==> config.mk <==
export PLATFORM = sky130hd
export DESIGN_NAME = vga_frame_reader
export DESIGN_NICKNAME = d
export VERILOG_FILES = /design/src/rtl/vga_pkg.sv /design/src/rtl/vga_frame_reader_timing.sv /design/src/rtl/vga_frame_reader.sv
export SDC_FILE = /design/constraint.sdc
export NUM_CORES = 1
export LEC_CHECK = 0
export BUFFER_PORTS_ARGS = -buffer_cell sky130_fd_sc_hd__buf_2
export CORE_UTILIZATION = 45
export CTS_CLUSTER_SIZE = 28
export DETAILED_ROUTE_END_ITERATION = 8
export PLACE_DENSITY = 0.69
export SETUP_SLACK_MARGIN = 0.3
export SYNTH_ARGS = -nofsm -noshare
export SYNTH_HDL_FRONTEND = slang
export SYNTH_SLANG_ARGS = --single-unit
==> constraint.sdc <==
create_clock -name vga_clk -period 2.5 [get_ports vga_clk]
set_input_delay 0.125 -clock vga_clk [delete_from_list [all_inputs] [get_ports vga_clk]]
set_output_delay 0.125 -clock vga_clk [all_outputs]
set_load 0.03 [all_outputs]
==> src/rtl/vga_pkg.sv <==
// Shared VGA definitions: 640x480 timing defaults, colour width, the layout
// of the two packed FIFO words and the test-pattern rectangle.
package vga_pkg;

  localparam int unsigned H_ACTIVE_DEF = 640;
  localparam int unsigned H_FP_DEF     = 16;
  localparam int unsigned H_SYNC_DEF   = 96;
  localparam int unsigned H_BP_DEF     = 48;
  localparam int unsigned V_ACTIVE_DEF = 480;
  localparam int unsigned V_FP_DEF     = 10;
  localparam int unsigned V_SYNC_DEF   = 2;
  localparam int unsigned V_BP_DEF     = 33;

  localparam int unsigned H_TOTAL = H_ACTIVE_DEF + H_FP_DEF + H_SYNC_DEF + H_BP_DEF;
  localparam int unsigned V_TOTAL = V_ACTIVE_DEF + V_FP_DEF + V_SYNC_DEF + V_BP_DEF;

  localparam int unsigned CNT_W   = 10;
  localparam int unsigned COLOR_W = 10;
  localparam int unsigned WORD_W  = 16;

  // word 1 = {unused, g[9:5], r[9:0]}, word 2 = {unused, g[4:0], b[9:0]}
  localparam int unsigned R_LSB    = 0;
  localparam int unsigned B_LSB    = 0;
  localparam int unsigned G_HI_LSB = 10;
  localparam int unsigned G_LO_LSB = 10;
  localparam int unsigned FIELD_W  = 5;

  localparam int unsigned TP_X_LO = 100;
  localparam int unsigned TP_X_HI = 130;
  localparam int unsigned TP_Y_LO = 100;
  localparam int unsigned TP_Y_HI = 200;

  typedef struct packed {
    logic [COLOR_W-1:0] r;
    logic [COLOR_W-1:0] g;
    logic [COLOR_W-1:0] b;
  } rgb_t;

  // Per-pixel attributes carried alongside the read data
  typedef struct packed {
    logic             act;
    logic             hs;
    logic             vs;
    logic             fs;
    logic             req;
    logic             bad;
    logic [CNT_W-1:0] x;
    logic [CNT_W-1:0] y;
  } pix_meta_t;

  // Bit 15 of each word carries nothing, so only the low 15 bits are taken.
  function automatic rgb_t unpack_words(input logic [WORD_W-2:0] w1,
                                        input logic [WORD_W-2:0] w2);
    rgb_t c;
    c.r = w1[R_LSB +: COLOR_W];
    c.g = {w1[G_HI_LSB +: FIELD_W], w2[G_LO_LSB +: FIELD_W]};
    c.b = w2[B_LSB +: COLOR_W];
    return c;
  endfunction

endpackage

==> src/rtl/vga_frame_reader_timing.sv <==
// vga_timing_gen: horizontal/vertical counters and the stage-0 decode of
// active region, syncs, frame origin and start of vertical blank.
module vga_timing_gen
  import vga_pkg::*;
#(
  parameter int unsigned H_ACTIVE = H_ACTIVE_DEF,
  parameter int unsigned H_FP     = H_FP_DEF,
  parameter int unsigned H_SYNC   = H_SYNC_DEF,
  parameter int unsigned H_BP     = H_BP_DEF,
  parameter int unsigned V_ACTIVE = V_ACTIVE_DEF,
  parameter int unsigned V_FP     = V_FP_DEF,
  parameter int unsigned V_SYNC   = V_SYNC_DEF,
  parameter int unsigned V_BP     = V_BP_DEF
) (
  input  logic             vga_clk,
  input  logic             reset,
  output logic [CNT_W-1:0] h_cnt,
  output logic [CNT_W-1:0] v_cnt,
  output logic             active,
  output logic             hs,
  output logic             vs,
  output logic             frame_origin,
  output logic             vblank_start
);

  localparam int unsigned HT = H_ACTIVE + H_FP + H_SYNC + H_BP;
  localparam int unsigned VT = V_ACTIVE + V_FP + V_SYNC + V_BP;

  localparam logic [CNT_W-1:0] H_LAST    = CNT_W'(HT - 1);
  localparam logic [CNT_W-1:0] V_LAST    = CNT_W'(VT - 1);
  localparam logic [CNT_W-1:0] H_ACT_C   = CNT_W'(H_ACTIVE);
  localparam logic [CNT_W-1:0] V_ACT_C   = CNT_W'(V_ACTIVE);
  localparam logic [CNT_W-1:0] H_SYNC_LO = CNT_W'(H_ACTIVE + H_FP);
  localparam logic [CNT_W-1:0] H_SYNC_HI = CNT_W'(H_ACTIVE + H_FP + H_SYNC);
  localparam logic [CNT_W-1:0] V_SYNC_LO = CNT_W'(V_ACTIVE + V_FP);
  localparam logic [CNT_W-1:0] V_SYNC_HI = CNT_W'(V_ACTIVE + V_FP + V_SYNC);

  // Raster scan: h wraps every line, v advances on each h wrap
  always_ff @(posedge vga_clk) begin
    if (reset) begin
      h_cnt <= '0;
      v_cnt <= '0;
    end else if (h_cnt == H_LAST) begin
      h_cnt <= '0;
      v_cnt <= (v_cnt == V_LAST) ? '0 : v_cnt + 1'b1;
    end else begin
      h_cnt <= h_cnt + 1'b1;
    end
  end

  // Stage-0 decode of the current counter position
  always_comb begin
    active       = (h_cnt < H_ACT_C) && (v_cnt < V_ACT_C);
    hs           = (h_cnt >= H_SYNC_LO) && (h_cnt < H_SYNC_HI);
    vs           = (v_cnt >= V_SYNC_LO) && (v_cnt < V_SYNC_HI);
    frame_origin = (h_cnt == '0) && (v_cnt == '0);
    vblank_start = (h_cnt == '0) && (v_cnt == V_ACT_C);
  end

endmodule

==> src/rtl/vga_frame_reader.sv <==
// vga_frame_reader: reads the SDRAM framebuffer FIFOs in step with VGA
// timing, unpacks the two words into 10-bit RGB and outputs colour, syncs,
// blank and coordinates all describing the same pixel.
// Optional: define VGA_FRAME_READER_TESTPATTERN_EN to add the test_mode
// input that overrides the colour with a fixed rectangle pattern.
module vga_frame_reader
  import vga_pkg::*;
#(
  parameter int unsigned H_ACTIVE   = H_ACTIVE_DEF,
  parameter int unsigned H_FP       = H_FP_DEF,
  parameter int unsigned H_SYNC     = H_SYNC_DEF,
  parameter int unsigned H_BP       = H_BP_DEF,
  parameter int unsigned V_ACTIVE   = V_ACTIVE_DEF,
  parameter int unsigned V_FP       = V_FP_DEF,
  parameter int unsigned V_SYNC     = V_SYNC_DEF,
  parameter int unsigned V_BP       = V_BP_DEF,
  parameter int unsigned RD_LATENCY = 1
) (
  input  logic        vga_clk,
  input  logic        reset,
  input  logic [15:0] rd_word_1,
  input  logic [15:0] rd_word_2,
  input  logic        rd1_empty,
  input  logic        rd2_empty,
`ifdef VGA_FRAME_READER_TESTPATTERN_EN
  input  logic        test_mode,
`endif
  output logic        rd_req,
  output logic        rd_load,
  output logic [9:0]  vga_r,
  output logic [9:0]  vga_g,
  output logic [9:0]  vga_b,
  output logic        hsync_n,
  output logic        vsync_n,
  output logic        blank_n,
  output logic [9:0]  pixel_x,
  output logic [9:0]  pixel_y,
  output logic        frame_start,
  output logic        underflow
);

  // Attribute stages before the output register; the output register
  // itself is the last of the PIPE = RD_LATENCY + 2 stages.
  localparam int unsigned PIPE   = RD_LATENCY + 2;
  localparam int unsigned META_D = PIPE - 1;

  logic [CNT_W-1:0] h_cnt;
  logic [CNT_W-1:0] v_cnt;
  logic             active0;
  logic             hs0;
  logic             vs0;
  logic             fs0;
  logic             vblank_start0;
  logic             armed;
  logic             fifo_empty;
  pix_meta_t        meta [META_D];
  pix_meta_t        m_out;
  rgb_t             fifo_rgb;
  rgb_t             pix_rgb;
  logic             unused_word_msbs;

  vga_timing_gen #(
    .H_ACTIVE (H_ACTIVE),
    .H_FP     (H_FP),
    .H_SYNC   (H_SYNC),
    .H_BP     (H_BP),
    .V_ACTIVE (V_ACTIVE),
    .V_FP     (V_FP),
    .V_SYNC   (V_SYNC),
    .V_BP     (V_BP)
  ) u_timing (
    .vga_clk      (vga_clk),
    .reset        (reset),
    .h_cnt        (h_cnt),
    .v_cnt        (v_cnt),
    .active       (active0),
    .hs           (hs0),
    .vs           (vs0),
    .frame_origin (fs0),
    .vblank_start (vblank_start0)
  );

  assign unused_word_msbs = rd_word_1[15] ^ rd_word_2[15];
  assign fifo_empty       = rd1_empty || rd2_empty;
  assign rd_req           = meta[0].req;
  assign m_out            = meta[META_D-1];

  // FIFO rewind once per frame at vertical-blank entry; reads are enabled
  // from the first rewind after reset onward
  always_ff @(posedge vga_clk) begin
    if (reset) begin
      rd_load <= 1'b0;
      armed   <= 1'b0;
    end else begin
      rd_load <= vblank_start0;
      if (vblank_start0) armed <= 1'b1;
    end
  end

  // Attribute pipeline; stage 0 is the read strobe itself, and the empty
  // flags seen during that strobe tag the pixel on entry to stage 1
  always_ff @(posedge vga_clk) begin
    if (reset) begin
      for (int unsigned i = 0; i < META_D; i++) meta[i] <= '0;
    end else begin
      meta[0] <= '{act: active0, hs: hs0, vs: vs0, fs: fs0,
                   req: active0 && armed, bad: 1'b0, x: h_cnt, y: v_cnt};
      meta[1]     <= meta[0];
      meta[1].bad <= meta[0].req && fifo_empty;
      for (int unsigned i = 2; i < META_D; i++) meta[i] <= meta[i-1];
    end
  end

  // Sticky underflow: any read strobe issued while either FIFO is empty
  always_ff @(posedge vga_clk) begin
    if (reset) underflow <= 1'b0;
    else if (meta[0].req && fifo_empty) underflow <= 1'b1;
  end

`ifdef VGA_FRAME_READER_TESTPATTERN_EN
  logic in_rect;
  assign in_rect = (m_out.x >= CNT_W'(TP_X_LO)) && (m_out.x < CNT_W'(TP_X_HI)) &&
                   (m_out.y >= CNT_W'(TP_Y_LO)) && (m_out.y < CNT_W'(TP_Y_HI));
`endif

  // Colour select: FIFO data only for a requested, non-underflowed visible pixel
  always_comb begin
    fifo_rgb = unpack_words(rd_word_1[14:0], rd_word_2[14:0]);
    pix_rgb  = '0;
    if (m_out.act && m_out.req && !m_out.bad) pix_rgb = fifo_rgb;
`ifdef VGA_FRAME_READER_TESTPATTERN_EN
    if (test_mode && m_out.act) begin
      if (in_rect) pix_rgb = '{r: 10'h3FF, g: 10'h01F, b: 10'h000};
      else         pix_rgb = '{r: 10'h000, g: 10'h01F, b: 10'h3FF};
    end
`endif
  end

  // Output register: final pipe stage, data word sampled RD_LATENCY after rd_req
  always_ff @(posedge vga_clk) begin
    if (reset) begin
      vga_r       <= '0;
      vga_g       <= '0;
      vga_b       <= '0;
      hsync_n     <= 1'b1;
      vsync_n     <= 1'b1;
      blank_n     <= 1'b0;
      pixel_x     <= '0;
      pixel_y     <= '0;
      frame_start <= 1'b0;
    end else begin
      vga_r       <= pix_rgb.r;
      vga_g       <= pix_rgb.g;
      vga_b       <= pix_rgb.b;
      hsync_n     <= ~m_out.hs;
      vsync_n     <= ~m_out.vs;
      blank_n     <= m_out.act;
      pixel_x     <= m_out.x;
      pixel_y     <= m_out.y;
      frame_start <= m_out.fs;
    end
  end

endmodule

# Word level (Yosys, flattened, before mapping)
# Memory sizes are Yosys's and may differ from the RTL's.
# Cells that the tools add are included.
# W data, S select, Z words.
totals:
  mem_count: 1
  ramBits: 52
  out_inout_bits: 57
  ff_bits: 77
  inputBits: 36
  elab_cells: 54
mem_list:
  columns: ["memory", "depth", "width", "read_ports", "rd_ports_with_merged_regs", "write_ports", "line", "text"]
  rows:
  - ["meta", 2, 26, 2, 0, 2, "vga_frame_reader.sv:56", "pix_meta_t meta [META_D];"]
op_classes:
  n_reduce_logical: 15
  n_mux: 7
  addsub: 2
  order_cmp: 6
  n_bitwise: 6
  eq_ne: 3
ops:
  columns: ["operator", "count"]
  rows:
  - ["$mux W26", 2]
  - ["$add A10 B1 Y10 const B", 2]
  - ["$eq A10 B10 Y1 const B", 2]
  - ["$logic_not A10 Y1", 2]
  - ["$lt A10 B10 Y1 const B", 2]
  - ["$lt A10 B9 Y1 const B", 2]
  - ["$eq A10 B9 Y1 const B", 1]
  - ["$ge A10 B10 Y1 const B", 1]
  - ["$ge A10 B9 Y1 const B", 1]
  - ["$mux W10", 1]
  - ["$logic_and A1 B1 Y1", 9]
  - ["$mux W1", 4]
  - ["$reduce_or A2 Y1", 2]
  - ["$not A1 Y1", 3]
  - ["$or A1 B1 Y1", 3]
  - ["$logic_not A1 Y1", 1]
  - ["$logic_or A1 B1 Y1", 1]

# Logic depth before layout (Yosys ltp)
# Gate-level depths: netlist (run 1).
depth:
  ltp_word: 4
  mapped_depth: 7

# Modules after synthesis
# From an unflattened synthesis (run 1), not the netlist that was laid out.
unflattened:
  hier_cells: 360
  hier_area_um2: 4036.4
by_module_without_submodules:
  columns: ["mod", "area_per_inst_um2", "n_inst", "cells_per_inst"]
  rows:
  - ["vga_frame_reader", 2941.6, 1, 231]
  - ["vga_timing_gen", 1094.8, 1, 129]

# Worst setup path after synthesis (run 1)
# OpenSTA, ideal clock, no wires.
synth_path:
  path_kind: "reg-to-reg"
  startpoint: "register u_timing.h_cnt[0]"
  endpoint: "register u_timing.v_cnt[7]"
  n_path_buf: 0
  stages_incl_launch_ff: 6
  t_arrival_ps: 1758
  setup_slack_ps: 672
  required_ps: 2430
  path_cell_list: "dfxtp_1 > ha_1 > nand4_4 > or4_4 > or3_1 > a21oi_1"
synth_via:
  elab_chain_len: 1
synth_rtl:
  columns: ["element", "line", "text"]
  rows:
  - ["from (decl)", "vga_frame_reader_timing.sv:17", "output logic [CNT_W-1:0] h_cnt,"]
  - ["from (signal assigned)", "vga_frame_reader_timing.sv:47", "h_cnt <= h_cnt + 1'b1;"]
  - ["$eq A10 B10 Y1", "vga_frame_reader_timing.sv:43", "end else if (h_cnt == H_LAST) begin"]
  - ["to (signal assigned)", "vga_frame_reader_timing.sv:45", "v_cnt <= (v_cnt == V_LAST) ? '0 : v_cnt + 1'b1;"]
  - ["to (decl)", "vga_frame_reader_timing.sv:18", "output logic [CNT_W-1:0] v_cnt,"]
# Every way passes these cells.
# A chain may end at the register's enable or synchronous reset.

# Worst setup path in the final report (run 1)
layout_path:
  startpoint: "register u_timing.h_cnt[0]"
  endpoint: "register u_timing.v_cnt[9]"
# Same word-level chain as after synthesis.

==> results of run 1 <==
[layout make-up]
cell class	instances	area share (%)
timing repair buffer	125	14.7
inverter	8	0.556
sequential	128	47.4
tap	105	2.43
clock buffer	20	8.25
clock inverter	12	2.90
multi-input combinational	201	23.7
[critical path, delay by kind of cell (launching register included)]
kind	cells	cell delay, ps
and+or+nand+nor	3	1090
DFF	1	400
adders and majority gates	1	290
AOI/OAI and AO/OA	1	130
[power by group through the flow]
stage	sequential [mW]	clock, mW	combinational (mW)
2_1_floorplan	2.11	0	0.0442
3_3_place_gp	2.11	0	0.0798
3_5_place_dp	2.11	0	0.0807
4_1_cts	2.06	2.46	0.121
5_1_grt	2.06	2.58	0.137
6_report	2.06	2.44	0.123
[layer usage]
| metal | wire [um] | global-route usage, % | vias up |
|---|---|---|---|
| met2 | 3740 | 30.0 | 74 |
| li1 | - | - | 1397 |
| met4 | 179 | 8.46 | 0 |
| met3 | 314 | 6.56 | 16 |
| met1 | 3110 | 19.1 | 1212 |
| met5 | 0 | 0 | - |
[flip-flops by register name (all words and copies together) (netlist names)]
signal          flops
vsync_n             1
vga_g              10
armed               1
vga_r              10
underflow           1
meta               51
u_timing.v_cnt     10
frame_start         1
hsync_n             1
u_timing.h_cnt     10
blank_n             1
pixel_y            10
vga_b              10
pixel_x            10
rd_load             1
[metrics by stage]
step	total power, mW	cell area (um^2)
after floorplan	2.15	3970
after global placement	2.19	4470
after detailed placement	2.19	4470
after CTS	4.65	5400
after global routing	4.78	5400
final	4.63	5400
[worst max path at each step]
stage,startpoint,end,slack [ps],cells past startpoint
after global routing,u_timing.h_cnt[0],u_timing.v_cnt[9],420,5
after CTS,u_timing.h_cnt[0],u_timing.v_cnt[7],530,5
after global placement,u_timing.h_cnt[0],u_timing.v_cnt[7],590,5
final,u_timing.h_cnt[0],u_timing.v_cnt[9],520,5
after detailed placement,u_timing.h_cnt[0],u_timing.v_cnt[7],550,5
after floorplan,u_timing.h_cnt[0],u_timing.v_cnt[7],670,5
[synth_stat cells (2+ instances only)]
cell	number	area, um^2
nand3_1	8	40.0
and2_1	30	188
nor2_1	25	93.8
nand4_1	4	25.0
nand2_1	9	33.8
a21oi_1	3	15.0
and4_1	2	17.5
o21ai_0	4	20.0
ha_1	5	62.6
nor4b_1	3	26.3
or3_1	2	12.5
xor2_1	5	43.8
nor2b_1	63	394
inv_1	8	30.0
xnor2_1	8	70.1
or4_1	2	15.0
nor3_1	6	30.0
mux2i_1	2	20.0
dfxtp_1	128	2560
clkbuf_1	14	52.6
nor4_1	7	43.8
buf_2	4	20.0
[cells by family after synthesis]
kind of cell    synth area share (%)
simple gates                    25.4
flops                           64.6
buf+inv                         3.09
xor+xnor                        2.87
compound gates                  1.67
fa+ha+maj                       1.58
mux                            0.789
==> qor_table.md, run 1 <==
| Group | Parameter | Value |
| --- | --- | --- |
| status | Run status | complete, no violations |
| floorplanning | Die footprint | 0.00919 mm^2 |
| timing | Slew HR | 47.7% |
| placed design | Quantity of I/O buffers inserted on ports | 90 |
| global routing | Global router's overall resource usage | 17.5% |
| min path | Worst Hold Launch | rd_word_2[4] |
| placed design | Worst-case setup slack after placement | 547 ps |
| routing | Wire length after detailed routing | 7.34 mm |
| logic synthesis | Top_reg_cell synth | dfxtp_1 |
| routing | Via count | 2,699 |
| global routing | Initial antenna violation count | 0 |
| clock network | Clock-pin slew reported for the worst setup and hold paths after clock tree synthesis | 60 ps |
| timing | Worst setup skew after layout | 7.90 ps |
| timing | Fin Setup TNS | 0 ps |
| floorplanning | Die Span X | 95.9 um |
| layout | Number of standard cells in the final layout excluding fillers | 599 |
| power | Proportion of power drawn by flip-flops and latches | 44.6% |
| power | Power share of the combinational group | 2.7% |
| routing | Post-detailed-route wirelength per cell | 12.3 um |
| layout | Share of post-route cells with drive strength above 1 | 25.9% |
| power | Internal power summed over all cells | 3.70 mW |
| power | Net load switching power | 0.930 mW |
| setup path | Type of element launching the critical path | flip-flop |
| floorplanning | Row count | 33 |
| placed design | Final HPWL from detailed placement | 4.17 mm |
| logic synthesis | Synth cell types | 38 |
| min path | Worst hold path type | input port to flip-flop |
| floorplanning | Placeable core region | 0.00838 mm^2 |
| power | Switching share of total power | 20.1% |
| logic synthesis | Count of flip-flops with a built-in enable after synthesis | 0 |
| placed design | Inst Count DP | 534 |
| clock network | Clock sink count | 128 |
| setup path | Kind of critical path | flip-flop to flip-flop |
| routing | Length of the first detailed-routing pass in iterations | 5 |
| global routing | First-pass GRT wire length | 11.8 mm |
| clock network | Hold-fix buffers, CTS | 33 |
| clock network | CTS tree | built |
| logic synthesis | Sequential area share after synthesis | 64.6% |
| global routing | GR Overflow Total | 0 |
| timing | Unrepaired setup endpoints after global routing | no |
| setup path | Required time reported for the critical path endpoint | 2940 ps |
| logic synthesis | Synthesized area per cell | 11.1 um^2 |
| layout | Most frequent standard cell in the layout excluding fill and tap cells | dfxtp_1 |
| routing | Via density | 4.51 |
| power | Clock power frac | 52.7% |
| setup path | Critical Path Max Stage Delay | 610 ps |
| floorplanning | Chip Height | 95.9 um |
| clock network | Deepest clock path buffer count | 2 |
| layout | Register area | 0.00256 mm^2 |
| timing | Smallest setup slack after layout | 524 ps |
| clock network | Latest clock arrival within the worst-skew pair | 510 ps |
| power | Max IR drop VDD | 416 uV |
| layout | Fillcell total | 656 |
| setup path | Critical Path, Cell by Cell | ha_1 > nand4_4 > or4_4 > or3_1 > a21oi_1 |
| setup path | Arrival @ worst endpoint | 2420 ps |
| layout | Antenna Cells | 0 |
| timing | Fmax achieved | 0.506 GHz |
| routing | Initial drt markers | 139 |
| setup path | Worst R2R Setup Slack | 520 ps |
| min path | Depth of the worst hold-timing path | 3 |
| timing | Final Setup Violations | 0 |
| logic synthesis | Post-synth ARST share | 0% |
| floorplanning | Initial standard-cell utilization of the core | 47.3% |
| setup path | Origin of the critical flop-to-flop path | u_timing.h_cnt[0] |
| logic synthesis | Cell count after synthesis | 358 |
| setup path | Standard cell with the maximum stage delay on the critical path | or4_4 |
| layout | Final design utilization | 64.4% |
| setup path | Terminus of the critical flop-to-flop path | u_timing.v_cnt[9] |
| floorplanning | Top Ports | 93 |
| timing | Worst hold margin | 346 ps |
| global routing | Number of global-route vias before repair | 2,496 |
| min path | Endpoint, Worst Hold | vga_b[4] |
| power | Power Density | 857 mW/mm^2 |
| logic synthesis | Post-Syn Area | 0.00397 mm^2 |
| timing | Worst-Margin Slew | 784 ps |
| clock network | Setup Buffers After CTS | 0 |
| clock network | Deepest level of the CTS H-tree | 4 |
| clock network | Number of gates resized after cts | 0 |
| layout | NumNets Final | 522 |
| timing | Number of failing hold endpoints at the final stage | 0 |
| setup path | Number of cell instances on the worst register-to-register path | 5 |
| logic synthesis | Synthesized netlist net count | 399 |
| logic synthesis | Flop and latch count out of synthesis | 128 |
| timing | Portion of the clock cycle consumed by the worst path in the final layout | 79.0% |
| routing | Antenna-violating nets left | 0 |
| layout | Area growth from synthesis to layout | 36.2% |
| layout | Leading cell types in the layout, fill and taps excluded | dfxtp_1, buf_2, nor2b_1 |
| clock network | Clock tree root driver cell | clkbuf_8 |
| routing | Drc violations | 0 |
| logic synthesis | Count of synthesis-stage warnings from yosys | 0 |
| job | Max Cap Viol | 0 |
| setup path | Endpoint class of the critical path | flip-flop |
| clock network | Clock buffers created by TritonCTS | 17 |
| power | Leakage power total | 2.38 nW |
| setup path | Maximum fanout along the worst path | 6 |
| timing | Final worst path period need | 1980 ps |
| placed design | Last weighted congestion value of the routability-driven placer | 0.856 |
| timing | Max Slew Vio Count | 0 |
| layout | Area used by multi-input combinational logic | 0.00128 mm^2 |
| global routing | Pin count of the biggest net entering global routing | 73 |
Note: power is estimated with default switching activity, not from simulation.
==> run 2: changes to the inputs <==
Clock period 2.5 ns to 2.1 ns, I/O delays scaled along.
==> qor_table.md, run 2 (synthesis results as in run 1) <==
| Group | Parameter | Value |
| --- | --- | --- |
| timing | Slew HR | 51.6% |
| setup path | Required time reported for the critical path endpoint | 2530 ps |
| floorplanning | Placeable core region | 0.00838 mm^2 |
| layout | Max reg flops | 51 |
| setup path | Critical path destination | u_timing.v_cnt[7] |
| global routing | Pin count of the biggest net entering global routing | 38 |
| placed design | Quantity of I/O buffers inserted on ports | 90 |
| clock network | Clock tree root driver cell | clkbuf_8 |
| floorplanning | Initial standard-cell utilization of the core | 47.3% |
| placed design | Placement Cell Area | 0.00448 mm^2 |
| layout | Leading cell types in the layout, fill and taps excluded | dfxtp_1, buf_2, nor2b_1 |
| layout | Area growth from synthesis to layout | 35.3% |
| routing | Via count | 2,687 |
| setup path | Endpoint class of the critical path | flip-flop |
| global routing | Global router's overall resource usage | 16.9% |
| power | Pwr Total | 5.12 mW |
| setup path | Maximum fanout along the worst path | 9 |
| power | Leakage power total | 2.39 nW |
| power | Power Density | 954 mW/mm^2 |
| setup path | Worst setup startpoint | u_timing.v_cnt[2] |
| layout | Share of post-route cells with drive strength above 1 | 26.8% |
| timing | Final Setup Violations | 0 |
| job | Max Cap Viol | 0 |
| timing | Fmax achieved | 0.569 GHz |
| layout | Antenna Cells | 0 |
| layout | Register area | 0.00257 mm^2 |
| floorplanning | Chip Height | 95.9 um |
| floorplanning | Die Span X | 95.9 um |
| clock network | Clock buffers created by TritonCTS | 17 |
| setup path | Critical Path Max Stage Delay | 540 ps |
| setup path | Number of cell instances on the worst register-to-register path | 4 |
| min path | Worst hold path type | input port to flip-flop |
| routing | Initial drt markers | 88 |
| setup path | Worst R2R Setup Slack | 340 ps |
| timing | Number of failing hold endpoints at the final stage | 0 |
| timing | Unrepaired setup endpoints after global routing | yes |
| global routing | First-pass GRT wire length | 11.6 mm |
| timing | Portion of the clock cycle consumed by the worst path in the final layout | 83.7% |
| timing | Worst setup skew after layout | 10.8 ps |
| routing | Post-detailed-route wirelength per cell | 11.9 um |
| routing | Antenna-violating nets left | 0 |
| timing | Max Slew Vio Count | 0 |
| floorplanning | Row count | 33 |
| floorplanning | Top Ports | 93 |
| setup path | Critical Path, Cell by Cell | nand4bb_1 > or4_4 > or3_1 > a21oi_1 |
| setup path | Kind of critical path | flip-flop to flip-flop |
| clock network | Clock-pin slew reported for the worst setup and hold paths after clock tree synthesis | 60 ps |
| global routing | GR Overflow Total | 0 |
| layout | Fillcell total | 673 |
| clock network | Deepest clock path buffer count | 2 |
| layout | Most frequent standard cell in the layout excluding fill and tap cells | dfxtp_1 |
| setup path | Origin of the critical flop-to-flop path | u_timing.v_cnt[2] |
| timing | Final worst path period need | 1760 ps |
| clock network | Latest clock arrival within the worst-skew pair | 500 ps |
| power | Max IR drop VDD | 482 uV |
| routing | Wire length after detailed routing | 7.13 mm |
| setup path | Standard cell with the maximum stage delay on the critical path | or4_4 |
| setup path | Type of element launching the critical path | flip-flop |
| global routing | Number of global-route vias before repair | 2,570 |
| routing | Via density | 4.49 |
| layout | NumNets Final | 524 |
| setup path | Terminus of the critical flop-to-flop path | u_timing.v_cnt[7] |
| clock network | Clock sink count | 128 |
| timing | Worst hold margin | 340 ps |
| clock network | CTS tree | built |
| floorplanning | Die footprint | 0.00919 mm^2 |
| layout | Area used by multi-input combinational logic | 0.00132 mm^2 |
| setup path | Arrival @ worst endpoint | 2190 ps |
| global routing | Initial antenna violation count | 0 |
| placed design | Final HPWL from detailed placement | 4.32 mm |
| routing | Drc violations | 0 |
| placed design | Last weighted congestion value of the routability-driven placer | 0.813 |
| timing | Fin Setup TNS | 0 ps |
| layout | Fin area | 0.00537 mm^2 |
| layout | Most flops, register | meta |
| status | Run status | complete, no violations |
| clock network | Deepest level of the CTS H-tree | 4 |
| routing | Length of the first detailed-routing pass in iterations | 4 |
| timing | Worst-Margin Slew | 727 ps |
## run 2: cell types whose count changed in the layout (fill, tap and decap cells not counted), moves of 2 or more
cell,delta
buf_4,+2
clkinvlp_4,-2
inv_6,-3
dfxtp_1,-4
clkbuf_1,+3
dfxtp_2,+3
clkinv_2,+2
bufinv_16,-2
## run 2: repair_timing
item                                    in CTS  in global routing
pin swaps                                    1                  2
setup buffers                                0                  1
endpoints found under the setup margin       3                 11
gates resized for setup                      3                  7
endpoints found under the hold margin       34                  0
hold buffers                                33                  0
## run 2: layer usage
metal  wire (um)  global-route usage, %  vias up
met2        3600                   28.7       59
li1            -                      -     1394
met4         185                   9.45        0
met3         254                   5.37       17
met5           0                      0        -
met1        3090                   18.7     1217
## run 2: worst min path at each step
stage	end	cells after the start	slack (ps)	from
4_1_cts	vga_b[4]	3	320	rd_word_2[4]
3_3_place_gp	vga_g[8]	2	300	rd_word_1[13]
6_report	vga_b[5]	3	340	rd_word_2[5]
5_1_grt	vga_r[3]	3	340	rd_word_1[3]
2_1_floorplan	meta[0][19]	1	180	reset
3_5_place_dp	vga_b[5]	2	310	rd_word_2[5]
## run 2: power by group
group / total (mW) / leakage [nW] / switching [mW] / internal [mW]
clock: 2.50 / 0.246 / 0.937 / 1.57
combinational: 0.151 / 1.11 / 0.0644 / 0.0869
sequential: 2.46 / 1.03 / 0.0122 / 2.45
total: 5.12 / 2.39 / 1.01 / 4.10
## run 2: area by class of cell
cell class,count,area share (%)
clock inverters,7,1.21
clock buffers,22,8.26
well taps,105,2.45
inverters,8,0.560
repair buffers,127,15.1
flip-flops and latches,128,47.9
multi-input cells,201,24.5
## run 2: stage by stage
stage / util (%) / worst slack [ps] / cells
floorplan: - / 302 / 358
global placement: 53.4 / 218 / 535
detailed placement: 53.4 / 190 / 535
CTS: 63.6 / 313 / 597
global route: 64.0 / 236 / 598
finish: 64.0 / 341 / 598
## run 2: worst max-delay path, delay by kind of cell (launching register included)
family,cells,cell delay [ps]
flip-flops,1,530
AND/OR/NAND/NOR,3,1030
AO/OA/AOI/OAI,1,140
==> run 3: changes to the inputs <==
Settings changed: PLACE_DENSITY 0.69 to 0.71.
Clock period 2.1 ns to 1.4 ns, I/O delays scaled along.
==> qor_table.md, run 3 (synthesis results as in run 1) <==
| Group | Parameter | Value |
| --- | --- | --- |
| floorplanning | Row count | 33 |
| setup path | Critical Path Max Stage Delay | 520 ps |
| global routing | GR Overflow Total | 0 |
| timing | Fmax achieved | 0.589 GHz |
| routing | Post-detailed-route wirelength per cell | 16.8 um |
| power | Clock power frac | 54.6% |
| placed design | Final HPWL from detailed placement | 4.96 mm |
| setup path | Kind of critical path | flip-flop to flip-flop |
| clock network | Clock tree root driver cell | clkbuf_8 |
| floorplanning | Die footprint | 0.00919 mm^2 |
| layout | Most frequent standard cell in the layout excluding fill and tap cells | dfxtp_1 |
| timing | Number of failing hold endpoints at the final stage | 0 |
| routing | Drc violations | 0 |
| global routing | Number of global-route vias before repair | 2,977 |
| routing | Via density | 4.95 |
| status | Run status | complete, but fails checks |
| clock network | Clock buffers created by TritonCTS | 17 |
| global routing | Initial antenna violation count | 0 |
| routing | Length of the first detailed-routing pass in iterations | 5 |
| clock network | CTS tree | built |
| timing | Portion of the clock cycle consumed by the worst path in the final layout | 121% |
| layout | Leading cell types in the layout, fill and taps excluded | dfxtp_1, buf_4, nor2b_1 |
| timing | Max Slew Vio Count | 0 |
| setup path | Maximum fanout along the worst path | 4 |
| power | Leakage power total | 2.78 nW |
| floorplanning | Die Span X | 95.9 um |
| setup path | Dominant delay contributor by cell family on the critical path | simple AND/OR/NAND/NOR gates |
| routing | Initial drt markers | 304 |
| clock network | Clock-pin slew reported for the worst setup and hold paths after clock tree synthesis | 60 ps |
| clock network | Deepest level of the CTS H-tree | 4 |
| min path | Worst hold path type | input port to flip-flop |
| clock network | Deepest clock path buffer count | 2 |
| routing | Via count | 3,235 |
| power | Switching share of total power | 20.9% |
| global routing | Global router's overall resource usage | 21.3% |
| routing | Antenna-violating nets left | 0 |
| clock network | Latest clock arrival within the worst-skew pair | 520 ps |
| layout | Fillcell total | 470 |
| floorplanning | Placeable core region | 0.00838 mm^2 |
| power | Pwr Total | 8.79 mW |
| timing | Worst-Margin Slew | 489 ps |
| routing | Wire length after detailed routing | 11.0 mm |
| power | Proportion of power drawn by flip-flops and latches | 41.9% |
| floorplanning | Top Ports | 93 |
| placed design | Quantity of I/O buffers inserted on ports | 90 |
| power | Power Density | 1380 mW/mm^2 |
| power | Power share of the combinational group | 3.5% |
| layout | Most flops, register | meta |
| timing | Slew HR | 67.4% |
| setup path | Required time reported for the critical path endpoint | 1850 ps |
| timing | Smallest setup slack after layout | -297 ps |
| power | Net load switching power | 1.84 mW |
| setup path | Type of element launching the critical path | flip-flop |
| status | Violated checks | setup timing |
| power | Max IR drop VDD | 697 uV |
| layout | Max reg flops | 51 |
| global routing | Pin count of the biggest net entering global routing | 40 |
| setup path | Count of buffer and inverter cells on the critical path | 0 |
| floorplanning | Initial standard-cell utilization of the core | 47.3% |
| layout | Antenna Cells | 0 |
| setup path | Arrival @ worst endpoint | 2150 ps |
| timing | Unrepaired setup endpoints after global routing | yes |
| timing | Final Setup Violations | 20 |
| clock network | Clock sink count | 128 |
| setup path | Endpoint class of the critical path | flip-flop |
| setup path | Standard cell with the maximum stage delay on the critical path | or4_4 |
| floorplanning | Chip Height | 95.9 um |
| timing | Worst setup skew after layout | 5.52 ps |
| layout | Fin area | 0.00635 mm^2 |
| timing | Final worst path period need | 1700 ps |
| layout | Share of post-route cells with drive strength above 1 | 42.4% |
| placed design | Placement Cell Area | 0.00485 mm^2 |
| placed design | Last weighted congestion value of the routability-driven placer | 0.930 |
| setup path | Critical Path, Cell by Cell | ha_4 > nand4_4 > or4_4 > or3_4 > a21oi_2 |
| layout | NumNets Final | 577 |
| power | Internal power summed over all cells | 6.95 mW |
| global routing | First-pass GRT wire length | 14.3 mm |
| job | Max Cap Viol | 0 |
| layout | Area growth from synthesis to layout | 60.2% |
run 3: cell types whose count changed in the layout (fill, tap and decap cells not counted), moves of 4 or more:
cell and delta:
buf_4 +81, buf_2 -53, dfxtp_1 -12, buf_6 +11, dfxtp_2 +9, clkbuf_4 +8, nor4_1 -6, bufinv_16 +4
nor3_1 -4, nor4_4 +4
run 3: power groups by stage:
stage	registers (mW)	clock network (mW)	logic (mW)
after floorplan	3.77	0	0.0804
after global placement	3.76	0	0.178
after detailed placement	3.76	0	0.180
after CTS	3.68	4.82	0.267
after global routing	3.68	5.02	0.327
final	3.68	4.80	0.308
run 3: layer usage:
metal  track usage [%]  vias up  share of wire [%]
met2              37.9      138                 52
met5                 0        -                  0
met3              6.56       44                4.9
met1              23.6     1542                 39
met4              8.71        0                3.6
li1                  -     1511                  -
run 3: cell type report:
type / instances / area [um^2] / share of cell area (%)
clock buffers: 18 / 418 / 6.58
clock inverters: 14 / 229 / 3.60
inverters: 8 / 30.0 / 0.473
multi-input cells: 204 / 1580 / 24.8
flip-flops and latches: 128 / 2590 / 40.8
well taps: 105 / 131 / 2.07
repair buffers: 177 / 1380 / 21.6
run 3: worst reg2reg max path, delay by kind of cell, from the launching register on:
family,cells,cell delay (ps)
simple gates,3,950
fa+ha+maj,1,170
flops,1,370
compound gates,1,130
run 3: path summary, 6_finish.rpt:
kind	from	endpoint	slack (ps)	cells after the start
max	u_timing.h_cnt[0]	u_timing.v_cnt[7]	-300	5
min	reset	u_timing.v_cnt[7]	30	4
max reg2reg	u_timing.h_cnt[0]	u_timing.v_cnt[7]	-300	5
min reg2reg	meta[1][23]	vsync_n	380	1
run 3: per-stage QoR:
step | instances | setup TNS, ps | setup slack (ps) | hold slack [ps] | utilization, %
2_1_floorplan | 358 | -1820 | -236 | 149 | -
3_3_place_gp | 580 | -1620 | -195 | 270 | 57.9
3_5_place_dp | 580 | -2390 | -219 | 271 | 57.9
4_1_cts | 650 | -1230 | -230 | 4.51 | 72.2
5_1_grt | 654 | -3700 | -323 | 32.8 | 75.8
6_report | 654 | -2690 | -297 | 34.5 | 75.8
run 3: repair_timing:
item,CTS,global route
setup buffers,3,1
gates cloned,0,3
hold buffers,35,0
setup endpoints to repair,65,141
pin swaps,14,10
resized for setup,50,122
endpoints found under the hold margin,37,0
